===== src/rtl/mips_pkg.sv =====
// Shared constants and the F/D pipeline bundle for the five-stage MIPS core.
// Address-range helper serves the optional FETCH_ALIGN_CHECK_EN build.
package mips_pkg;

    localparam logic [31:0] PC_RESET_VAL = 32'h0000_3000;
    localparam logic [31:0] IM_BASE      = 32'h0000_3000;
    localparam logic [31:0] IM_LIMIT     = 32'h0000_6FFF;
    localparam logic [31:0] NOP          = 32'h0000_0000;

    typedef struct packed {
        logic [31:0] pc;
        logic [31:0] pc4;
        logic [31:0] instr;
        logic        valid;
        logic        exc_adel;
    } fd_t;

    localparam fd_t FD_RESET = '{
        pc:       32'h0,
        pc4:      32'h0,
        instr:    NOP,
        valid:    1'b0,
        exc_adel: 1'b0
    };

    // Misaligned or outside the instruction-memory window
    function automatic logic fetch_fault(input logic [31:0] pc);
        return (pc[1:0] != 2'b00) || (pc < IM_BASE) || (pc > IM_LIMIT);
    endfunction

endpackage


===== src/rtl/fd_pipe_reg.sv =====
// F/D pipeline register bank: stall-enabled, asynchronously reset.
// Reset loads a bubble (NOP, invalid, no exception).
module fd_pipe_reg
    import mips_pkg::*;
(
    input  logic clk,
    input  logic reset,
    input  logic stall,
    input  fd_t  d,
    output fd_t  q
);

    always_ff @(posedge clk or posedge reset) begin
        if (reset) begin
            q <= FD_RESET;
        end else if (!stall) begin
            q <= d;
        end
    end

endmodule


===== src/rtl/f_fetch_stage.sv =====
// Fetch stage: PC register, next-PC load and F/D register; never flushes.
// Define FETCH_ALIGN_CHECK_EN to flag misaligned/out-of-range fetches as AdEL.
module f_fetch_stage
    import mips_pkg::*;
(
    input  logic        clk,
    input  logic        reset,
    input  logic        stall,
    input  logic [31:0] next_PC,
    input  logic [31:0] F_Instr,
    output logic [31:0] F_PC,
    output logic [31:0] F_Pc4,
    output logic [31:0] D_PC,
    output logic [31:0] D_Pc4,
    output logic [31:0] D_Instr,
    output logic        D_valid,
    output logic        D_ExcAdEL
);

    logic [31:0] pc;
    logic        fault;
    fd_t         fd_d;
    fd_t         fd_q;

    always_ff @(posedge clk or posedge reset) begin
        if (reset) begin
            pc <= PC_RESET_VAL;
        end else if (!stall) begin
            pc <= next_PC;
        end
    end

`ifdef FETCH_ALIGN_CHECK_EN
    assign fault = fetch_fault(pc);
`else
    assign fault = 1'b0;
`endif

    // A faulting fetch still records its PC but carries a NOP into decode
    always_comb begin
        fd_d          = FD_RESET;
        fd_d.pc       = pc;
        fd_d.pc4      = pc + 32'd4;
        fd_d.instr    = fault ? NOP : F_Instr;
        fd_d.valid    = 1'b1;
        fd_d.exc_adel = fault;
    end

    fd_pipe_reg u_fd (
        .clk   (clk),
        .reset (reset),
        .stall (stall),
        .d     (fd_d),
        .q     (fd_q)
    );

    assign F_PC      = pc;
    assign F_Pc4     = pc + 32'd4;
    assign D_PC      = fd_q.pc;
    assign D_Pc4     = fd_q.pc4;
    assign D_Instr   = fd_q.instr;
    assign D_valid   = fd_q.valid;
    assign D_ExcAdEL = fd_q.exc_adel;

endmodule


===== config.mk =====
export PLATFORM = sky130hd
export DESIGN_NAME = f_fetch_stage
export DESIGN_NICKNAME = d
export VERILOG_FILES = /design/src/rtl/mips_pkg.sv /design/src/rtl/fd_pipe_reg.sv /design/src/rtl/f_fetch_stage.sv
export SDC_FILE = /design/constraint.sdc
export NUM_CORES = 1
export LEC_CHECK = 0
export ABC_AREA = 1
export CELL_PAD_IN_SITES_DETAIL_PLACEMENT = 0
export CELL_PAD_IN_SITES_GLOBAL_PLACEMENT = 2
export CORE_MARGIN = 2
export CORE_UTILIZATION = 26
export CTS_BUF_LIST = sky130_fd_sc_hd__clkbuf_8
export DETAILED_ROUTE_END_ITERATION = 6
export GPL_TIMING_DRIVEN = 0
export PLACE_DENSITY_LB_ADDON = 0.1
export SYNTH_ARGS = -nofsm -noshare
export SYNTH_HDL_FRONTEND = slang
export SYNTH_SLANG_ARGS = --single-unit

===== constraint.sdc =====
create_clock -name clk -period 12.6 [get_ports clk]
set_input_delay 1.89 -clock clk [delete_from_list [all_inputs] [get_ports clk]]
set_output_delay 1.89 -clock clk [all_outputs]
set_load 0.01 [all_outputs]

Word-level counts from Yosys, hierarchy flattened
Cells that the tools add are included.
{"block": "totals", "register_bits": 129, "out_inout_bits": 162, "in_bits": 67, "wordCells": 6}
{"block": "classes", "addsub": 1}
{"operator": "32-bit by 3-bit adder with 32-bit output, second input constant", "n": 1}

Depth between registers and ports, before layout
{"block": "logic_depth", "ltp_word": 1, "depth_mapped": 10, "mapped_depth_nobuf": 10}

By module
Synthesis repeated with hierarchy kept, for this count alone.
{"block": "hier_totals", "hier_cells": 680, "area_unflattened_um2": 5789.3}
{"module": "fd_pipe_reg", "area_per_inst_um2": 3699.8, "seq_area_each_um2": 2452.4, "n_inst": 1, "cells_each": 415}
{"module": "f_fetch_stage", "area_per_inst_um2": 2089.5, "seq_area_each_um2": 803.3, "n_inst": 1, "cells_each": 265}

Least setup slack after synthesis
No wires, ideal clock.
{"block": "synth_timing", "path_kind": "register to output", "start": "register pc[3], in the netlist F_PC[3]", "end": "output F_Pc4[26]", "arrival_ps": 1372, "path_stages_with_launch": 8, "t_required_ps": 10710, "setup_slack_ps": 9338, "n_path_buf": 0, "cell_sequence": "dfrtp_1 ha_1 nand2_1 nor2_4 nand2_4 nor2_4 nand3_1 and2_1"}
{"block": "synth_between", "elab_chain_len": 1}
{"element": "start, declared", "line_no": "f_fetch_stage.sv:20", "text": "logic [31:0] pc;"}
{"element": "start signal, assigned", "line_no": "f_fetch_stage.sv:29", "text": "pc <= next_PC;"}
{"element": "32-bit by 3-bit adder with 32-bit output", "line_no": "f_fetch_stage.sv:58", "text": "assign F_Pc4 = pc + 32'd4;"}
{"element": "end, declared", "line_no": "f_fetch_stage.sv:12", "text": "output logic [31:0] F_Pc4,"}
No other way between the ends.

Final worst setup path
{"block": "layout_timing", "start": "register pc[12], in the netlist F_PC[12]", "end": "output F_Pc4[31]"}
Same word-level chain as after synthesis.

==> impl_metrics.yaml <==
pwr:
  p_sw_mw: 0.320
  comb_power_share: 0.218
  power_mw: 1.15
  p_int_mw: 0.825
  leakage_nw: 4.02
  ir_drop_mv: 0.0567
  pwr-share-clk: 0.361
  seqPwrFrac: 0.421
  cellPowerDensity_mw_per_mm2: 131
  p_sw_frac: 0.279
cells_and_area:
  register_area_sq_mm: 0.00318
  finalNetCount: 986
  fin_util: 0.413
  area_growth_pct: 55.4
  fill_cells: 2160
  layout-drive-gt1-share: 0.0773
  multi_input_area_sq_mm: 0.00212
  diodes: 0
logic_synthesis:
  synthesis.area_sq_mm: 0.00561
  synth_top_area_frac: 0.558
  yosys.cell_types.count: 22
  yosysSeqAreaShare: 0.567
  synth_most_common_cell: "nand2_1"
  yosysWarnings: 0
  ys_top_cells_by_area: "dfrtp_1 (56%), nand2_1 (21%), o21ai_0 (5.8%), inv_1 (2.8%), xor2_2 (2.0%)"
  ys_seq_elements: 127
  netlist_instances: 671
  syn_nets: 739
  async_reset_ff_frac: 1.00
  netlist_top_cells_count: "nand2_1 (320), dfrtp_1 (125), o21ai_0 (65)"
  syn_area_per_cell_sq_um: 8.36
  yosysTopAreaCell: "dfrtp_1"
  synth_ff_type: "dfrtp_1"
  synth_edf_count: 0
floorplanning:
  fp.dieW_microns: 151
  start_util: 0.266
  dieHeight_microns: 151
  num_rows: 53
  die_area_sq_mm: 0.0228
  core_sq_mm: 0.0211
  ioPinCount: 229
clocking:
  clkLatencyLatePin_ns: 0.44
  cts_max_level: 4
  post_cts_resize_count: 0
  cts_tree: "done"
  cts_root_buffer: "clkbuf_8"
  post_cts_buffers: 0
  numCtsBuffers: 17
  cts_hold_buffers: 0
  cts.sink_count: 127
  clk_path_buf_depth: 2
  clkTransAtPathRegs_ns: 0.08
drt:
  drcViolationCount: 0
  drtAntennaViolNets: 0
  wl_per_cell_microns: 16.5
  vias_per_cell: 4.24
  firstDrtPassIters: 4
  drtIter0Drc: 217
  vias: 5110
  finalWirelength_microns: 19900
place:
  gp_congestion: 0.758
  hpwl_microns: 15000
  port_buffers: 227
setup_path:
  crit_top_cell: "nand2_1"
  cpMaxStageDelayCell: "dfstp_2"
  critPathKind: "reg2out"
  critPathBufInv: 1
  required_ns: 10.71
  worst_ep_arrival_time_ns: 2.57
  end_kind: "primary output"
  worstPathMaxFanout: 5
  startpoint_type: "flop"
  slowest_delay_ns: 0.62
  crit_path_cell_trace: "nand2_2 > nor2_1 > nand2_1 > nor2_4 > nand3_1 > nand2_1 > clkdlybuf4s50_1"
  critPathTopFamily: "simple AND/OR/NAND/NOR gates"
grt:
  grt.total_usage: 0.179
  first_global_vias: 5251
  antenna_found_initial: 0
  grt_max_degree: 72
  grt_pass1_wl_microns: 30300
  grt_overflow: 0
sta:
  final_max_slew_viol_count: 0
  rsz0062_at_grt: "no"
  worstMarginPinSlew_ns: 0.666
  post-route-period-util: 0.354
  clock.fmax_mhz: 224
  setup_viol: 0
  skew_ns: 0.0149
  min_period_ns: 4.46
  slew-limit-headroom: 0.556
  setup_tns_ns: 0
  hold_viol_final: 0
min_path:
  hp-class: "reg2reg"
flow_run:
  cap_viol_max_count: 0
outcome:
  status: "finished clean"
## sequential cells by signal (all words and copies together), names as in the netlist
signal	flops
F_PC	32
u_fd.q	95
## cell usage in the layout, fill, tap and decap left out, drive strengths merged
master and count:
nand2 326, clkdlybuf4s50 227, dfrtp 125, o21ai 65, inv 46, nor2 39, clkbuf 39, nand3 16
xor2 15, buf 13, and2 5, bufinv 5, clkinv 4, dfstp 2, or2 1, ha 1
conb 1, clkinvlp 1
## area by class of cell
cell class,instances,area share
buffer,32,0.0168
timing repair buffer,228,0.264
tap,275,0.0395
clock inverter,13,0.0225
sequential,127,0.365
clock buffer,19,0.0300
inverter,43,0.0191
multi-input combinational,469,0.243
## power by group through the flow
stage / clock network, mW / registers, mW / logic (mW)
after detailed placement: 0 / 0.489 / 0.254
after CTS: 0.430 / 0.483 / 0.255
after floorplan: 0 / 0.504 / 0.0742
after global routing: 0.447 / 0.488 / 0.274
after global placement: 0 / 0.488 / 0.251
final: 0.413 / 0.482 / 0.250
## stage by stage
stage / cell area, sq um / cells / worst slack [ns] / hold WS, ns
after CTS: 8720 / 1206 / 8.10 / 0.481
after global routing: 8720 / 1206 / 7.99 / 0.511
after global placement: 8230 / 1173 / 5.34 / 0.452
after detailed placement: 8260 / 1174 / 8.63 / 0.462
final: 8720 / 1206 / 8.14 / 0.479
after floorplan: 5610 / 671 / 7.33 / 0.512
## worst paths after layout
kind,slack (ns),endpoint,cells after the start,start
worst max-delay path,8.14,F_Pc4[31],7,F_PC[12]
worst min-delay path,0.48,u_fd.q[1],1,u_fd.q[1]
worst max register to register,10.83,u_fd.q[65],9,F_PC[12]
worst min register to register,0.48,u_fd.q[1],1,u_fd.q[1]
max in group asynchronous,9.96,F_PC[13],3,reset
min in group asynchronous,1.86,u_fd.q[30],2,reset
## cell families (layout without fill, tap and decap cells)
family | count (synthesis) | in the layout | share of synthesized area
other cells | 1 | 1 | 0.000669
buf+inv | 75 | 335 | 0.0549
fa+ha+maj | 1 | 1 | 0.00223
flops | 127 | 127 | 0.567
xor+xnor | 15 | 15 | 0.0328
simple gates | 387 | 387 | 0.284
compound gates | 65 | 65 | 0.0580
## metal layers
metal / up-vias / routed length [microns] / track usage
met5: - / 0 / 0
met4: 0 / 161 / 0.0416
met3: 9 / 1810 / 0.0813
met2: 167 / 9710 / 0.293
met1: 2395 / 8220 / 0.215
li1: 2539 / - / -
(Power assumes the default switching activity.)
